===== src/rtl/guitar_input_conditioner.sv =====
// Guitar controller front end: 2-flop synchronisers, per-input debounce, and a held
// strum event with fret snapshot that clears on the next game tick.

module guitar_debounce_lane #(
  parameter int DEBOUNCE_CYCLES = 16,
  parameter int CNT_WIDTH       = 20
) (
  input  logic clock,
  input  logic reset,
  input  logic raw_i,
  output logic stable_o
);
  localparam logic [CNT_WIDTH-1:0] LAST = CNT_WIDTH'(DEBOUNCE_CYCLES - 1);

  logic                 s1_q, s2_q, stable_q, stable_d;
  logic [CNT_WIDTH-1:0] cnt_q, cnt_d;

  // Any return to the stable value restarts the count, so only an unbroken run commits.
  always_comb begin
    stable_d = stable_q;
    cnt_d    = '0;
    if (s2_q != stable_q) begin
      if (cnt_q == LAST) stable_d = s2_q;
      else               cnt_d    = cnt_q + 1'b1;
    end
  end

  always_ff @(posedge clock or posedge reset) begin
    if (reset) begin
      s1_q     <= 1'b0;
      s2_q     <= 1'b0;
      stable_q <= 1'b0;
      cnt_q    <= '0;
    end else begin
      s1_q     <= raw_i;
      s2_q     <= s1_q;
      stable_q <= stable_d;
      cnt_q    <= cnt_d;
    end
  end

  assign stable_o = stable_q;
endmodule

module guitar_input_conditioner #(
  parameter int DEBOUNCE_CYCLES = 16,
  parameter int CNT_WIDTH       = 20
) (
  input  logic       clock,
  input  logic       reset,
  input  logic [3:0] raw_buttons,
  input  logic       raw_strum,
  input  logic       gameclk_in,
  output logic [3:0] buttons,
  output logic       strum,
  output logic       gameclk,
  output logic [7:0] drop_count
);
  localparam int NUM_IN = 5;

  logic [NUM_IN-1:0] raw_in, deb;
  assign raw_in = {raw_strum, raw_buttons};

  for (genvar i = 0; i < NUM_IN; i++) begin : g_lane
    guitar_debounce_lane #(
      .DEBOUNCE_CYCLES(DEBOUNCE_CYCLES),
      .CNT_WIDTH      (CNT_WIDTH)
    ) u_lane (
      .clock   (clock),
      .reset   (reset),
      .raw_i   (raw_in[i]),
      .stable_o(deb[i])
    );
  end

  logic       gclk_s1_q, gclk_s2_q, gclk_prev_q, strum_prev_q;
  logic       strum_q, strum_d;
  logic [3:0] snap_q, snap_d;
  logic [7:0] drop_q, drop_d;
  logic       strum_rise, tick_rise;

  assign strum_rise = deb[4] & ~strum_prev_q;
  assign tick_rise  = gclk_s2_q & ~gclk_prev_q;

  // A new press outranks a simultaneous tick so the event is never lost.
  always_comb begin
    strum_d = strum_q;
    snap_d  = snap_q;
    drop_d  = drop_q;
    if (strum_rise) begin
      strum_d = 1'b1;
      snap_d  = deb[3:0];
      if (strum_q && drop_q != 8'hFF) drop_d = drop_q + 8'd1;
    end else if (tick_rise) begin
      strum_d = 1'b0;
    end
  end

  always_ff @(posedge clock or posedge reset) begin
    if (reset) begin
      gclk_s1_q    <= 1'b0;
      gclk_s2_q    <= 1'b0;
      gclk_prev_q  <= 1'b0;
      strum_prev_q <= 1'b0;
      strum_q      <= 1'b0;
      snap_q       <= 4'b0;
      drop_q       <= 8'b0;
    end else begin
      gclk_s1_q    <= gameclk_in;
      gclk_s2_q    <= gclk_s1_q;
      gclk_prev_q  <= gclk_s2_q;
      strum_prev_q <= deb[4];
      strum_q      <= strum_d;
      snap_q       <= snap_d;
      drop_q       <= drop_d;
    end
  end

  assign buttons    = strum_q ? snap_q : deb[3:0];
  assign strum      = strum_q;
  assign gameclk    = gclk_s2_q;
  assign drop_count = drop_q;
endmodule

===== config.mk =====
export PLATFORM = sky130hd
export DESIGN_NAME = guitar_input_conditioner
export DESIGN_NICKNAME = d
export VERILOG_FILES = /design/src/rtl/guitar_input_conditioner.sv
export SDC_FILE = /design/constraint.sdc
export NUM_CORES = 1
export LEC_CHECK = 0
export CAP_MARGIN = 20
export CORE_MARGIN = 2
export CORE_UTILIZATION = 49
export CTS_CLUSTER_DIAMETER = 150
export DETAILED_ROUTE_END_ITERATION = 12
export DONT_BUFFER_PORTS = 1
export REMOVE_ABC_BUFFERS = 1
export SKIP_CTS_REPAIR_TIMING = 1
export SYNTH_ARGS = -nofsm -noshare
export SYNTH_HDL_FRONTEND = slang
export SYNTH_SLANG_ARGS = --single-unit

===== constraint.sdc =====
create_clock -name clock -period 4.7 [get_ports clock]
set_input_delay 0.705 -clock clock [delete_from_list [all_inputs] [get_ports clock]]
set_output_delay 0.705 -clock clock [all_outputs]
set_load 0.005 [all_outputs]

==> results of run 1 <==
-- worst reg2reg max path, cell delays in order (launching register included) --
cell	delay, ns
dfrtp_1	0.39
ha_1	0.20
nand3_1	0.25
nand3b_1	0.27
o21ai_1	0.51
buf_4	0.29
nor2_1	0.07
-- state kept, by name (all words and copies together) (netlist names) --
name / count
drop_count: 8
g_lane.u_lane.cnt_q: 100
g_lane.u_lane.s1_q: 5
g_lane.u_lane.s2_q: 5
g_lane.u_lane.stable_o: 5
gameclk: 1
gclk_prev_q: 1
gclk_s1_q: 1
snap_q: 4
strum: 1
strum_prev_q: 1
-- how the worst max path moves through the flow --
stage / start / end / slack (ns) / cells after the start
floorplan: reset / drop_count[0] / 0.47 / 1
global placement: g_lane[2].u_lane.cnt_q[16] / g_lane[2].u_lane.cnt_q[10] / 2.55 / 3
detailed placement: g_lane[0].u_lane.cnt_q[0] / g_lane[0].u_lane.cnt_q[3] / 2.54 / 6
CTS: strum / buttons[2] / 2.56 / 1
global route: g_lane[0].u_lane.cnt_q[0] / g_lane[0].u_lane.cnt_q[0] / 2.34 / 6
finish: g_lane[0].u_lane.cnt_q[0] / g_lane[0].u_lane.cnt_q[3] / 2.61 / 6
-- power by group --
part           total, mW  switching (mW)  internal, mW
combinational     0.0598          0.0439        0.0159
clock               1.32           0.444         0.873
sequential          1.17          0.0134          1.15
total               2.54           0.502          2.04
-- stage by stage --
step           hold slack [ns]  setup slack (ns)  utilization  cell area [sq um]  total power, mW
2_1_floorplan            0.331             0.469            -               6090             1.23
3_3_place_gp             0.340              2.55        0.523               6340             1.25
3_5_place_dp             0.338              2.54        0.524               6350             1.25
4_1_cts                  0.301              2.56        0.573               6940             2.58
5_1_grt                  0.290              2.34        0.573               6940             2.64
6_report                 0.319              2.61        0.573               6940             2.54
-- cell usage after synthesis (all sizes together) --
| master | count | area (sq um) |
|---|---|---|
| inv | 28 | 105 |
| a31oi | 1 | 6.26 |
| mux2i | 5 | 50.1 |
| nor2 | 102 | 383 |
| or4 | 8 | 67.6 |
| nand2b | 1 | 6.26 |
| and3 | 9 | 56.3 |
| clkbuf | 5 | 20.0 |
| nor4b | 2 | 17.5 |
| dfrtp | 132 | 3300 |
| and2 | 2 | 12.5 |
| nand4 | 20 | 125 |
| o21bai | 1 | 7.51 |
| a211oi | 2 | 15.0 |
| a21o | 4 | 30.0 |
| ha | 6 | 75.1 |
| nand2 | 23 | 86.3 |
| buf | 2 | 10.0 |
| xnor2 | 67 | 587 |
| o21a | 1 | 7.51 |
| mux2 | 14 | 158 |
| nor2b | 1 | 6.26 |
| o31ai | 3 | 22.5 |
| and4 | 4 | 35.0 |
| nand3b | 1 | 7.51 |
| xor2 | 15 | 131 |
| nor3 | 16 | 80.1 |
| o21ai | 14 | 70.1 |
| nor3b | 2 | 15.0 |
| nor4 | 39 | 244 |
| a21oi | 15 | 75.1 |
| a311oi | 1 | 15.0 |
| or3 | 9 | 56.3 |
| nand3 | 39 | 230 |
-- final cells by class --
cell class              count  area [sq um]  area share
flip-flops and latches    132          3300       0.476
multi-input cells         427          2680       0.386
clock buffers              27           493      0.0710
well taps                 168           210      0.0303
inverters                  28           110      0.0159
clock inverters             4          95.1      0.0137
repair buffers              6          48.8     0.00703
-- kinds of logic after synthesis --
| kind of cell | share of synthesized area |
|---|---|
| AO/OA/AOI/OAI | 0.0407 |
| multiplexers | 0.0340 |
| XOR/XNOR | 0.117 |
| flip-flops | 0.540 |
| buffers and inverters | 0.0221 |
| AND/OR/NAND/NOR | 0.234 |
| adder cells (fa/ha/maj) | 0.0123 |
-- per-layer routing --
metal / GRT usage / vias up
li1: - / 2127
met4: 0.0794 / 0
met2: 0.289 / 61
met3: 0.0560 / 15
met1: 0.250 / 2087
met5: 0 / -
==> flow_summary.json, run 1 <==
{
  "status": "finished clean",
  "ios": 22,
  "die_x_um": 116,
  "fmax_mhz": 479,
  "wl_per_cell_um": 14.0,
  "layoutNonFillerInstCount": 792,
  "die_h_um": 116,
  "synth_area_per_cell_sq_um": 10.3,
  "setup_viol": 0,
  "grt_max_degree": 101,
  "synth-seq-cells": 132,
  "drt-vias-per-instance": 5.42,
  "path_buf_inv": 1,
  "core_area_sq_mm": 0.0121,
  "worst_slew_pin_slew_ns": 0.961,
  "wl_met2_um": 5170,
  "r2r_slack_ns": 2.61,
  "p_per_area_mw_per_mm2": 367,
  "slew_headroom": 0.353,
  "synthToLayoutAreaGrowth_pct": 13.4,
  "cp-start-kind": "flip-flop",
  "grt_pass1_wl_um": 19600,
  "clock_path_buffers": 2,
  "cp_top_family": "simple AND/OR/NAND/NOR gates",
  "slowest_stage": "o21ai_1",
  "layout_common_cells": "132 x dfrtp_1, 102 x nor2_1, 67 x xnor2_1, 39 x nor4_1, 35 x nand3_1",
  "cts_buffers": 17,
  "hold_viol_final": 0,
  "dieArea_sq_mm": 0.0134,
  "clock_latency_ns": 0.41,
  "p_leak_nw": 2.86,
  "crit_chain": "ha_1 -> nand3_1 -> nand3b_1 -> o21ai_1 -> buf_4 -> nor2_1",
  "fin_tns_setup_ns": 0,
  "yosysSeqAreaShare": 0.540,
  "synth_area_sq_mm": 0.00612,
  "max_stage_delay_ns": 0.51,
  "grt_pass1_vias": 4232,
  "top_layer": "met4",
  "start_util": 0.505,
  "cp.required_ns": 5.00,
  "post-route-drc-count": 0,
  "vias": 4290,
  "finalClockSkew_ns": 0.00790,
  "min-delay-path-class": "input pin to asynchronous set/reset pin",
  "reg2reg_from": "g_lane[0].u_lane.cnt_q[0]",
  "tritoncts": "done",
  "vdd_drop_max_v": 0.000320,
  "endpoint_kind": "flip-flop",
  "cts_sinks": 132,
  "numPlacedInstances": 761,
  "grt_setup_unrepaired": "no",
  "r2r_cells": 6,
  "final_common_cell": "dfrtp_1",
  "netlist_instances": 594,
  "drt_pre_antenna_iters": 5,
  "dp_hpwl_um": 7460,
  "cts_root_buf": "clkbuf_16",
  "drv_cap": 0,
  "final-max-slew-violation-count": 0,
  "drive_gt1_frac": 0.0833,
  "fin_crit_sh": 0.444,
  "layout_min_cycle_time_ns": 2.09,
  "final_nets": 626,
  "route.met3.wl_um": 421,
  "n_antenna_cell": 0,
  "timing.rr.end": "g_lane[0].u_lane.cnt_q[3]",
  "crit_type": "flip-flop to flip-flop",
  "grt-ovfl-total": 0,
  "first_iter_violations": 275,
  "synth_cell_type_count": 39,
  "antenna_found_initial": 0,
  "cp_max_fo": 11,
  "crit_arrival_ns": 2.38,
  "gp_congestion": 0.826,
  "wl_um": 11100,
  "track_usage": 0.188,
  "cts_htree_levels": 4,
  "io_buffers": 0,
  "rows": 40,
  "postRouteAntennaNets": 0,
  "wirelength_met1_um": 5330,
  "fillerInstances": 1057,
  "clk_pin_slew_worst_paths_ns": 0.05,
  "ys_warn_count": 0
}
(Power assumes the default switching activity.)
==> inputs of run 2 (changes only) <==
clock period = 1.98 ns   (was 4.7 ns; I/O delays follow)
==> flow_summary.json, run 2 (synthesis gave the netlist of run 1 again) <==
{
  "cts_buffers": 17,
  "clock_latency_ns": 0.42,
  "layoutNonFillerInstCount": 826,
  "cts_htree_levels": 4,
  "wl_um": 11500,
  "dieArea_sq_mm": 0.0134,
  "status": "finished clean",
  "fmax_mhz": 531,
  "vias": 4416,
  "drt_pre_antenna_iters": 4,
  "p_per_area_mw_per_mm2": 839,
  "clock_path_buffers": 2,
  "grt-ovfl-total": 0,
  "min-delay-path-class": "flip-flop to flip-flop",
  "slew_headroom": 0.610,
  "first_iter_violations": 250,
  "finalClockSkew_ns": 0.00890,
  "numPlacedInstances": 786,
  "cts_sinks": 132,
  "io_buffers": 0,
  "cp_top_family": "simple AND/OR/NAND/NOR gates",
  "tritoncts": "done",
  "slowest_stage": "or4_4",
  "final_common_cell": "dfrtp_1",
  "drv_cap": 0,
  "setup_viol": 0,
  "crit_type": "flip-flop to flip-flop",
  "layout_min_cycle_time_ns": 1.88,
  "worst_slew_pin_slew_ns": 0.586,
  "fin_crit_sh": 0.951,
  "path_buf_inv": 0,
  "vdd_drop_max_v": 0.000527,
  "design_area_sq_mm": 0.00724,
  "die_x_um": 116,
  "drt-vias-per-instance": 5.35,
  "cp-start-kind": "flip-flop",
  "grt_max_degree": 66,
  "max_stage_delay_ns": 0.59,
  "crit_arrival_ns": 2.22,
  "fillerInstances": 1027,
  "synthToLayoutAreaGrowth_pct": 18.3,
  "postRouteAntennaNets": 0,
  "core_area_sq_mm": 0.0121,
  "fin_util": 0.598,
  "cp_max_fo": 4,
  "hold_viol_final": 0,
  "ios": 22,
  "endpoint_kind": "flip-flop",
  "final-max-slew-violation-count": 0,
  "die_h_um": 116,
  "grt_pass1_wl_um": 20000,
  "place_area_sq_mm": 0.00656,
  "track_usage": 0.191,
  "grt_pass1_vias": 4314,
  "drive_gt1_frac": 0.126,
  "crit_chain": "ha_1 -> nand3_1 -> or4_4 -> or3_1 -> a21oi_1",
  "grt_setup_unrepaired": "no",
  "antenna_found_initial": 0,
  "clk_pin_slew_worst_paths_ns": 0.06,
  "rows": 40,
  "n_antenna_cell": 0,
  "cts_root_buf": "clkbuf_16",
  "regMostFlops": "g_lane.u_lane.cnt_q",
  "layout_common_cells": "132 x dfrtp_1, 102 x nor2_1, 67 x xnor2_1, 39 x nor4_1, 35 x nand3_1",
  "fin_ws_ns": 0.0966,
  "whs_ns": 0.346,
  "place_ws_ns": 0.0774,
  "final_nets": 659,
  "p_leak_nw": 3.02,
  "post-route-drc-count": 0,
  "wl_per_cell_um": 13.9,
  "start_util": 0.505,
  "gp_congestion": 0.853,
  "largest_reg_flops": 100,
  "cp.required_ns": 2.32,
  "dp_hpwl_um": 7960
}
## run 2: area by class of cell
cell class | instances | area [sq um] | share of cell area
Clock buffer | 23 | 468 | 0.0647
Sequential cell | 132 | 3300 | 0.456
Multi-Input combinational cell | 427 | 2680 | 0.371
Clock inverter | 9 | 128 | 0.0176
Tap cell | 168 | 210 | 0.0290
Timing Repair Buffer | 39 | 335 | 0.0463
Inverter | 28 | 110 | 0.0152
## run 2: path summary, 6_finish.rpt
kind | start | end | slack, ns | depth (start not counted)
max | g_lane[1].u_lane.cnt_q[0] | g_lane[1].u_lane.cnt_q[18] | 0.1 | 5
min | g_lane[3].u_lane.s1_q | g_lane[3].u_lane.s2_q | 0.35 | 0
max reg2reg | g_lane[1].u_lane.cnt_q[0] | g_lane[1].u_lane.cnt_q[18] | 0.1 | 5
min reg2reg | g_lane[3].u_lane.s1_q | g_lane[3].u_lane.s2_q | 0.35 | 0
max in group asynchronous | reset | g_lane[2].u_lane.cnt_q[2] | 0.94 | 3
min in group asynchronous | reset | gclk_s1_q | 0.46 | 2
## run 2: where the power goes
group          internal, mW  switching [mW]
clock                  2.04            1.10
sequential             2.74          0.0316
combinational        0.0598           0.111
## run 2: per-layer routing
layer  GRT usage  routed length [um]
met2       0.301                5460
met4      0.0849                 191
met5           0                   0
met1       0.250                5460
met3      0.0507                 392
## run 2: metrics by stage
| stage | total power [mW] | setup TNS, ns |
|---|---|---|
| after floorplan | 2.92 | -243.28 |
| after CTS | 6.15 | 0 |
| after global routing | 6.32 | 0 |
| final | 6.08 | 0 |
| after detailed placement | 2.98 | 0 |
| after global placement | 2.97 | 0 |
==> inputs of run 3 (changes only) <==
SETUP_SLACK_MARGIN = 0.15   (was unset)
==> flow_summary.json, run 3 (synthesis gave the netlist of run 1 again) <==
{
  "tritoncts": "done",
  "start_util": 0.505,
  "cp_max_fo": 4,
  "wl_um": 11800,
  "fin_util": 0.611,
  "finalPower_mw": 6.09,
  "place_ws_ns": 0.0774,
  "clk_pin_slew_worst_paths_ns": 0.06,
  "cts_root_buf": "clkbuf_16",
  "largest_reg_flops": 100,
  "final_common_cell": "dfrtp_1",
  "die_h_um": 116,
  "gp_congestion": 0.853,
  "p_sw_frac": 0.205,
  "hold_viol_final": 0,
  "cts_htree_levels": 4,
  "fin_crit_sh": 0.891,
  "clock_path_buffers": 2,
  "synthToLayoutAreaGrowth_pct": 21.0,
  "place_area_sq_mm": 0.00656,
  "track_usage": 0.191,
  "layout_common_cells": "127 x dfrtp_1, 102 x nor2_1, 67 x xnor2_1, 44 x buf_4, 38 x nor4_1",
  "path_buf_inv": 0,
  "p_clk_frac": 0.515,
  "grt_setup_unrepaired": "yes",
  "whs_ns": 0.346,
  "crit_arrival_ns": 2.10,
  "dp_hpwl_um": 7960,
  "rows": 40,
  "power.switching_mw": 1.25,
  "internal_power_mw": 4.84,
  "fillerInstances": 1014,
  "drive_gt1_frac": 0.167,
  "grt-ovfl-total": 0,
  "post-route-drc-count": 0,
  "grt_max_degree": 66,
  "dieArea_sq_mm": 0.0134,
  "cp.required_ns": 2.32,
  "drt-vias-per-instance": 5.38,
  "endpoint_kind": "flip-flop",
  "slowest_stage": "or4_4",
  "slew_headroom": 0.608,
  "final_nets": 673,
  "max_stage_delay_ns": 0.51,
  "drt_pre_antenna_iters": 4,
  "n_antenna_cell": 0,
  "crit_chain": "ha_2 -> nand3_2 -> or4_4 -> or3_1 -> a21oi_1",
  "p_per_area_mw_per_mm2": 823,
  "status": "finished clean",
  "cts_buffers": 17,
  "die_x_um": 116,
  "drv_cap": 0,
  "setup_viol": 0,
  "ios": 22,
  "regMostFlops": "g_lane.u_lane.cnt_q",
  "layout_min_cycle_time_ns": 1.76,
  "min-delay-path-class": "flip-flop to flip-flop",
  "fin_ws_ns": 0.217,
  "p_leak_nw": 3.08,
  "crit_type": "flip-flop to flip-flop",
  "clock_latency_ns": 0.42,
  "postRouteAntennaNets": 0,
  "core_area_sq_mm": 0.0121,
  "first_iter_violations": 293,
  "antenna_found_initial": 0,
  "cts_sinks": 132,
  "wl_per_cell_um": 14.1,
  "cp-start-kind": "flip-flop",
  "vdd_drop_max_v": 0.000555,
  "design_area_sq_mm": 0.00740,
  "pwr-share-comb": 0.030,
  "final-max-slew-violation-count": 0,
  "cp_top_family": "simple AND/OR/NAND/NOR gates",
  "worst_slew_pin_slew_ns": 0.587,
  "seqPwrFrac": 0.455,
  "finalClockSkew_ns": 0.00875,
  "vias": 4519,
  "grt_pass1_wl_um": 20000,
  "grt_pass1_vias": 4314,
  "fmax_mhz": 567,
  "io_buffers": 0
}
run 3: through the flow:
step / instances / setup TNS (ns)
after floorplan: 587 / -243.28
after detailed placement: 786 / 0
after CTS: 818 / 0
final: 840 / 0
after global placement: 786 / 0
after global routing: 840 / 0
run 3: final timing paths:
path / from / endpoint / slack, ns / cells after the start
setup / recovery: g_lane[1].u_lane.cnt_q[1] / g_lane[1].u_lane.cnt_q[18] / 0.22 / 5
hold / removal: g_lane[3].u_lane.s1_q / g_lane[3].u_lane.s2_q / 0.35 / 0
setup reg to reg: g_lane[1].u_lane.cnt_q[1] / g_lane[1].u_lane.cnt_q[18] / 0.22 / 5
hold reg to reg: g_lane[3].u_lane.s1_q / g_lane[3].u_lane.s2_q / 0.35 / 0
max in group asynchronous: reset / g_lane[1].u_lane.cnt_q[4] / 0.92 / 3
min in group asynchronous: reset / gclk_s1_q / 0.46 / 2
run 3: area by class of cell:
type	instances	area (sq um)	area share
well taps	168	210	0.0284
repair buffers	53	440	0.0595
multi-input cells	427	2730	0.369
clock inverters	9	128	0.0172
inverters	28	110	0.0149
clock buffers	23	468	0.0632
flip-flops and latches	132	3310	0.447
run 3: routing by layer:
metal | global-route usage | share of wire
met3 | 0.0507 | 0.035
met1 | 0.250 | 0.47
met4 | 0.0849 | 0.017
met2 | 0.301 | 0.48
met5 | 0 | 0
run 3: power by group through the flow:
| stage | combinational, mW | sequential, mW | clock, mW |
|---|---|---|---|
| finish | 0.182 | 2.77 | 3.13 |
| global route | 0.213 | 2.78 | 3.34 |
| CTS | 0.164 | 2.77 | 3.22 |
| floorplan | 0.105 | 2.81 | 0 |
| detailed placement | 0.164 | 2.82 | 0 |
| global placement | 0.160 | 2.81 | 0 |
